<file path="src/rtl/can_mac_pkg.sv">
// can_mac_pkg: shared CAN MAC FSM states, ISO 11898-1 field lengths and the CRC-15 step function
package can_mac_pkg;
  typedef enum logic [3:0] {
    S_IDLE, S_SOF, S_ARB, S_CTRL, S_DATA, S_CRC,
    S_CRC_DEL, S_ACK, S_ACK_DEL, S_EOF, S_IFS
  } state_t;
  localparam int ID_LEN = 11;
  localparam int ARB_LEN = 12;
  localparam int CTRL_LEN = 6;
  localparam int CRC_LEN = 15;
  localparam int EOF_LEN = 7;
  localparam int IFS_LEN = 3;
  localparam logic [14:0] CRC15_POLY = 15'h4599;
  function automatic logic [14:0] crc15_next(input logic [14:0] crc, input logic b);
    return {crc[13:0], 1'b0} ^ ((b ^ crc[14]) ? CRC15_POLY : 15'h0);
  endfunction
endpackage

</file>
<file path="src/rtl/can_crc15.sv">
// can_crc15: bit-serial CAN CRC-15 accumulator
// Ports: clk, reset (sync, active-low), clear (zero the register),
//        enable (fold bit_in into the CRC), bit_in, crc[14:0].
module can_crc15
  import can_mac_pkg::*;
(
  input  logic        clk,
  input  logic        reset,
  input  logic        clear,
  input  logic        enable,
  input  logic        bit_in,
  output logic [14:0] crc
);
  always_ff @(posedge clk)
    if (!reset || clear) crc <= '0;
    else if (enable) crc <= crc15_next(crc, bit_in);
endmodule

</file>
<file path="src/rtl/can_mac_tx_sequencer.sv">
// can_mac_tx_sequencer: CAN standard-frame transmit sequencer feeding the bit serializer
// Ports: clk, reset (sync, active-low); frame request tx_start/tx_id/tx_rtr/tx_dlc/tx_data;
//        status tx_busy/tx_done; serializer handshake bit_in/valid/ready and stuffing_enable.
// Build option: define CAN_TX_IFS_EN to append 3 recessive intermission bits after EOF.
module can_mac_tx_sequencer
  import can_mac_pkg::*;
(
  input  logic              clk,
  input  logic              reset,
  input  logic              tx_start,
  input  logic [ID_LEN-1:0] tx_id,
  input  logic              tx_rtr,
  input  logic [3:0]        tx_dlc,
  input  logic [63:0]       tx_data,
  output logic              tx_busy,
  output logic              tx_done,
  output logic              bit_in,
  output logic              valid,
  input  logic              ready,
  output logic              stuffing_enable
);
  state_t state, nxt;
  logic [6:0] cnt, len;
  logic [ID_LEN-1:0] id;
  logic rtr;
  logic [3:0] dlc, nb;
  logic [63:0] data, w, sh;
  logic [14:0] crc;
  logic accept, xfer, last;
  assign accept = (state == S_IDLE) && tx_start;
  assign xfer = valid && ready;
  assign last = cnt == len - 7'd1;
  assign nb = rtr ? 4'd0 : (dlc > 4'd8 ? 4'd8 : dlc);
  assign valid = state != S_IDLE;
  assign tx_busy = valid;
  assign stuffing_enable = state < S_CRC_DEL;
  // Each field is left-aligned in w; the counter shifts the current bit into the MSB.
  assign sh = w << cnt;
  assign bit_in = sh[63];
  always_comb begin
    len = 7'd1;
    w = '1;
    nxt = S_IDLE;
    case (state)
      S_SOF:     begin w = '0; nxt = S_ARB; end
      S_ARB:     begin len = 7'(ARB_LEN); w = {id, rtr, 52'h0}; nxt = S_CTRL; end
      S_CTRL:    begin len = 7'(CTRL_LEN); w = {2'b00, dlc, 58'h0}; nxt = nb == 4'd0 ? S_CRC : S_DATA; end
      S_DATA:    begin len = {nb, 3'b000}; w = data; nxt = S_CRC; end
      S_CRC:     begin len = 7'(CRC_LEN); w = {crc, 49'h0}; nxt = S_CRC_DEL; end
      S_CRC_DEL: nxt = S_ACK;
      S_ACK:     nxt = S_ACK_DEL;
      S_ACK_DEL: nxt = S_EOF;
`ifdef CAN_TX_IFS_EN
      S_EOF:     begin len = 7'(EOF_LEN); nxt = S_IFS; end
`else
      S_EOF:     begin len = 7'(EOF_LEN); nxt = S_IDLE; end
`endif
      S_IFS:     begin len = 7'(IFS_LEN); nxt = S_IDLE; end
      default:   nxt = S_IDLE;
    endcase
  end
  // CRC covers SOF through DATA only.
  can_crc15 u_crc (
    .clk    (clk),
    .reset  (reset),
    .clear  (accept),
    .enable (xfer && state < S_CRC),
    .bit_in (bit_in),
    .crc    (crc)
  );
  always_ff @(posedge clk)
    if (!reset) begin
      state <= S_IDLE;
      cnt <= '0;
      tx_done <= 1'b0;
    end else begin
      tx_done <= 1'b0;
      if (accept) begin
        state <= S_SOF;
        cnt <= '0;
        id <= tx_id;
        rtr <= tx_rtr;
        dlc <= tx_dlc;
        data <= tx_data;
      end else if (xfer) begin
        cnt <= last ? '0 : cnt + 7'd1;
        if (last) begin
          state <= nxt;
          tx_done <= nxt == S_IDLE;
        end
      end
    end
endmodule
</file>
<file path="config.mk">
export PLATFORM = sky130hd
export DESIGN_NAME = can_mac_tx_sequencer
export DESIGN_NICKNAME = d
export VERILOG_FILES = /design/src/rtl/can_mac_pkg.sv /design/src/rtl/can_crc15.sv /design/src/rtl/can_mac_tx_sequencer.sv
export SDC_FILE = /design/constraint.sdc
export NUM_CORES = 1
export LEC_CHECK = 0
export ABC_AREA = 1
export CAP_MARGIN = 20
export CORE_UTILIZATION = 57
export DETAILED_ROUTE_END_ITERATION = 16
export GPL_TIMING_DRIVEN = 1
export PLACE_DENSITY = 0.85
export SLEW_MARGIN = 10
export SYNTH_ARGS = -nofsm -noshare
export SYNTH_HDL_FRONTEND = slang
export SYNTH_HIERARCHICAL = 1
export SYNTH_SLANG_ARGS = --single-unit
</file>
<file path="constraint.sdc">
create_clock -name clk -period 5.1 [get_ports clk]
set_input_delay 1.02 -clock clk [delete_from_list [all_inputs] [get_ports clk]]
set_output_delay 1.02 -clock clk [all_outputs]
set_load 0.02 [all_outputs]
</file>
Word level (Yosys, flattened, before mapping)
Index checks and enable logic that the tools add are counted.
Word-level totals
  logic and storage cells: 58
  flip-flop bits (word level): 107
  bits of input ports: 84
Operators by class
  bitwise gates (word level): 5
  reduce and logical (&&, ||, !) cells: 16
  shift operators: 1
  $lt $le $gt $ge: 3
  mux-type cells: 11
  add/sub/neg operators: 2
  equality and inequality tests: 11
Operators by type and width (number)
  $pmux W64 S5: 1
  $shl A64 B7 Y64: 1
  $pmux W7 S6: 1
  $pmux W4 S8: 1
  $eq A4 B3 Y1 const B: 4
  $mux W15: 1
  $xor A15 B15 Y15: 1
  $eq A4 B4 Y1 const B: 3
  $logic_not A4 Y1: 3
  $eq A4 B2 Y1 const B: 2
  $lt A4 B3 Y1 const B: 2
  $mux W4: 2
  $add A7 B1 Y7 const B: 1
  $eq A7 B7 Y1: 1
  $mux W7: 1
  $sub A7 B1 Y7 const B: 1
  $reduce_and A2 Y1: 3
  $eq A4 B1 Y1 const B: 1
  $gt A4 B4 Y1 const B: 1
  $mux W1: 4
  $reduce_bool A2 Y1: 2
  $reduce_bool A4 Y1: 1
  $reduce_or A4 Y1: 1
  $logic_and A1 B1 Y1: 3
  other kinds (5): 7

Logic depth before layout (Yosys ltp)
  depth after elaboration: 9
  gate-level depth with buffers: 21
  mapped depth without buffers: 19

Hierarchy
The synthesis kept the hierarchy.
Modules (own cells, without submodules)
  can_mac_tx_sequencer: area an instance 4426.7 sq um, cells an instance 477, times used 1
  can_crc15: area an instance 679.4 sq um, cells an instance 97, times used 1

Worst setup path before layout
Ideal clock, no wire load.
  path type: input-to-reg
  from: in tx_start
  to: reg data[0] (enable)
  path buffers: 0
  path slack: 1868 ps
  arrival: 2799 ps
  stages: 4
  data required time: 4666 ps
  cells stage by stage: nand3_1 -> inv_1 -> nand2_1 -> inv_1
Between the ends
  longest elaborated chain between the ends: 2
Ends and longest elaborated chain
  from (decl): line can_mac_tx_sequencer.sv:10  | input logic tx_start,
  $logic_and A1 B1 Y1: line can_mac_tx_sequencer.sv:30  | assign accept = (state == S_IDLE) && tx_start;
  named net accept: line can_mac_tx_sequencer.sv:29  | logic accept, xfer, last;
  $reduce_and A2 Y1 (no line)
  to (signal assigned): line can_mac_tx_sequencer.sv:84  | data <= tx_data;
  to (decl): line can_mac_tx_sequencer.sv:27  | logic [63:0] data, w, sh;
The timed path passes the listed nets, and every way through them passes these cells.
A chain may end at the register's enable or synchronous reset.

Final worst setup path
  from: reg state[3]
  to: out bit_in
Between the ends
  longest elaborated chain between the ends: 3
  elaborated cells on any way between the ends: 7
  classes of those cells: eq/ne: 5; shift: 1; mux: 1
Ends and longest elaborated chain
  from (decl): line can_mac_tx_sequencer.sv:22  | state_t state, nxt;
  from (signal assigned): line can_mac_tx_sequencer.sv:88  | state <= nxt;
  $eq A4 B3 Y1 (tied with other cells): line can_mac_tx_sequencer.sv:44  | case (state)
  $pmux W64 S5 *: line can_mac_tx_sequencer.sv:44
  $shl A64 B7 Y64 *: line can_mac_tx_sequencer.sv:38  | assign sh = w << cnt;
  to (decl): line can_mac_tx_sequencer.sv:17  | output logic bit_in,
Every way passes the cells marked *; elsewhere a longest branch is shown, timed or not.

==> key figures <==
Outcome
  • Run status: complete, no violations

Yosys
  • Synthesized cell area: 0.00511 mm^2
  • Area share of fa/ha/maj cells after synthesis: 0.490%
  • Mux share of post-synthesis cell area: 0%
  • Top post-synthesis cells by count: nand2_1 (160), edfxtp_1 (80), nor2_1 (75), nand3_1 (44), inv_1 (37)
  • Cell variety after synth: 32
  • Post-synthesis register bit count: 107
  • Synth Area in XOR/XNOR: 1.20%
  • Top FF cell, synth: edfxtp_1
  • Simple-Gate Fraction of Synth Area: 27.9%
  • Post-synth EDFFs: 80
  • Synth area leader: edfxtp_1
  • Largest family of logic cells by synthesized area: simple AND/OR/NAND/NOR gates
  • Post-synth top area share: 47.0%
  • Top post-synthesis cells by area: edfxtp_1 (47%), nand2_1 (12%), dfxtp_1 (11%), nor2_1 (5.5%), nand3_1 (4.3%)
  • Syn nets: 660
  • Syn avg cell area: 8.90 um^2
  • Sequential area share after synthesis: 57.6%
  • Most frequent cell after synthesis: nand2_1
  • Compound-gate portion of the synthesized area: 7.16%
  • Post-Synthesis Cells: 574
  • Async set-reset flop share out of synthesis: 0%
  • Yosys warning total: 6

Placed design
  • Final HPWL from detailed placement: 9030 um
  • Inst Count DP: 754
  • Placed cell areas: 0.00605 mm^2
  • Final GP Congestion: 0.913
  • IO Port Bufs: 88
  • Post-placement setup slack: 1070 ps

Worst setup path
  • Setup CP Type: reg2out
  • CP arrival: 3510 ps
  • Top cell by count, worst path: nand2_1
  • R2R cell count: 18
  • Crit path largest cell delay: 690 ps
  • CP Buf/Inv Count: 2
  • Worst r2r src: state[3]$_SDFFE_PP0P_
  • Slowest-stage cell, CP: nor2_1
  • Worst-path cell chain: inv_2, nand2_1, nor2_1, nand2_1, nand2_1, nand2_1, nand2_1, nor2_1, nor2_1, nor2_1, a21oi_1, nand2_1, a21oi_1, clkdlybuf4s50_1
  • Critical path launch point type: flip-flop
  • R2r setup slk: 1890 ps
  • Worst-path maximum fanout: 15
  • CP Capture Type: output port
  • Delay-heaviest family, CP: simple AND/OR/NAND/NOR gates
  • Worst Path Required: 4080 ps
  • RR Endpoint: u_crc/crc[7]$_SDFFE_PP0P_

Drt
  • Routed Antenna Nets: 0
  • DRT iter0 DRCs: 410
  • Drt via density: 5.74
  • DR vias: 4423
  • First-pass DRT Iterations: 6
  • Wire length per cell: 16.2 um
  • Post-route DRC: 0
  • Drt total wl: 12500 um

Timing
  • Hold Vio Cnt, Final: 0
  • Slew Limit Fails: 0
  • Setup WS post-layout: 574 ps
  • Final Setup Violations: 0
  • Worst rel slew slack: 30.9%
  • Measured slew at the worst slew-check pin: 1040 ps
  • Final worst-path cycle share: 88.7%
  • Worst hold margin: 491 ps
  • Clk_skew: 10.1 ps
  • RSZ-0062 raised after global routing: no
  • Max Clk Rate: 221 MHz
  • Period minus WS final: 4530 ps
  • Final TNS setup: 0 ps

Finish
  • Area Overhead vs Synth: 22.2%
  • Cell area after layout: 0.00624 mm^2
  • Non-filler cells, final: 770
  • Diode count: 0
  • Final core utilization: 71.9%
  • Total Nets Final: 743
  • Layout cell share with drive strength beyond 1: 7.55%

Power
  • Pwr Total: 3.33 mW
  • Psw: 1.46 mW
  • Share of power burned in the clock network: 15.1%
  • Static leakage power: 2.37 nW
  • Flop pwr share: 37.0%
  • Comb pwr share: 47.9%
  • Pwr per Cell Area: 533 mW/mm^2
  • Int Pwr: 1.87 mW
  • VDD IR max: 270 uV
  • Sw frac: 43.9%

Global route
  • Gr ovfl total: 0
  • Largest net degree at the start of global routing: 36
  • Gr usage total: 27.4%
  • First-pass GRT wire length: 20200 um
  • Number of global-route vias before repair: 4284
  • Initial antenna violation count: 0

Floorplan
  • I/O pin total: 89
  • Die H: 96.6 um
  • Initial Util: 58.8%
  • Core area: 0.00868 mm^2
  • Die W: 96.6 um
  • Row cnt: 34
  • Die Footprint: 0.00934 mm^2

Clocking
  • # resized after CTS: 0
  • Clock latency on the worst-skew pair: 380 ps
  • Clock Tree Buf Depth: 2
  • Root Driver: clkbuf_8
  • H-tree levels: 3
  • Clock sink count: 107
  • Num CTS Buffers: 9
  • Post-CTS Setup Inserts: 0
  • CTS tree: built
  • Hold buffer count at cts: 0
  • Worst-path clk slew: 110 ps

Min path
  • Hold Path End: u_crc/crc[13]$_SDFFE_PP0P_
  • Hold Path Class: reg2reg
  • Hold depth: 2
  • Hold wc startpoint: u_crc/crc[12]$_SDFFE_PP0P_

Flow run
  • Max-capacitance violation count: 0
cell families after synthesis:
kind of cell,Yosys count
compound gates,67
fa+ha+maj,2
simple gates,324
flops,107
buf+inv,67
xor+xnor,7
registers in the layout (all words and copies together) (netlist names):
name       count
cnt            7
dlc            4
data          64
id            11
tx_done        1
u_crc/crc     15
state          4
rtr            1
tightest hold or removal path, stage by stage (launching register included):
cell and delay (ps):
dfxtp_1 340, nand2_1 60, a21oi_1 50
placed cells by master, fill, tap and decap left out, types with 2 or more instances in the layout:
| cell type | n |
|---|---|
| a21oi_1 | 20 |
| clkinvlp_4 | 2 |
| o211ai_1 | 7 |
| inv_8 | 3 |
| nand4_1 | 23 |
| o21ai_0 | 33 |
| inv_2 | 8 |
| dfxtp_1 | 27 |
| ha_1 | 2 |
| xor2_1 | 6 |
| o22ai_1 | 4 |
| buf_4 | 6 |
| o21a_1 | 2 |
| nor2_2 | 5 |
| nand2_2 | 6 |
| edfxtp_1 | 80 |
| nor2_4 | 4 |
| clkdlybuf4s50_1 | 88 |
| or2_1 | 2 |
| nand2_1 | 160 |
| nor2_1 | 75 |
| nand3_1 | 44 |
| clkbuf_8 | 9 |
| inv_1 | 36 |
worst max path at each step:
stage               cells after the start  slack, ps                  start                 to
finish                                 14        570  state[3]$_SDFFE_PP0P_             bit_in
global route                           14        360  state[1]$_SDFFE_PP0P_             bit_in
CTS                                    14        630  state[3]$_SDFFE_PP0P_             bit_in
detailed placement                     14       1070  state[3]$_SDFFE_PP0P_             bit_in
global placement                       14       1240  state[3]$_SDFFE_PP0P_             bit_in
floorplan                               4       1870               tx_start  data[0]$_DFFE_PP_
power groups by stage:
stage          registers, mW  logic (mW)  clock network, mW
2_1_floorplan           1.23        1.21                  0
3_3_place_gp            1.24        1.53                  0
3_5_place_dp            1.25        1.57                  0
4_1_cts                 1.23        1.58              0.505
5_1_grt                 1.25        1.78              0.544
6_report                1.23        1.59              0.502
cell type report:
| cell class | instances | area [um^2] |
|---|---|---|
| clock buffers | 9 | 124 |
| clock inverters | 7 | 66.3 |
| fillers | 635 | 2440 |
| inverters | 45 | 169 |
| multi-input cells | 400 | 1880 |
| flip-flops and latches | 107 | 2940 |
| well taps | 108 | 135 |
| repair buffers | 94 | 926 |
routing by layer:
layer / global-route usage [%] / part of all wire [%]
met5: 0 / 0
met4: 14.4 / 2.6
met3: 5.13 / 8.0
met2: 45.2 / 50
met1: 34.4 / 39
Power figures use the tool's default switching activity.
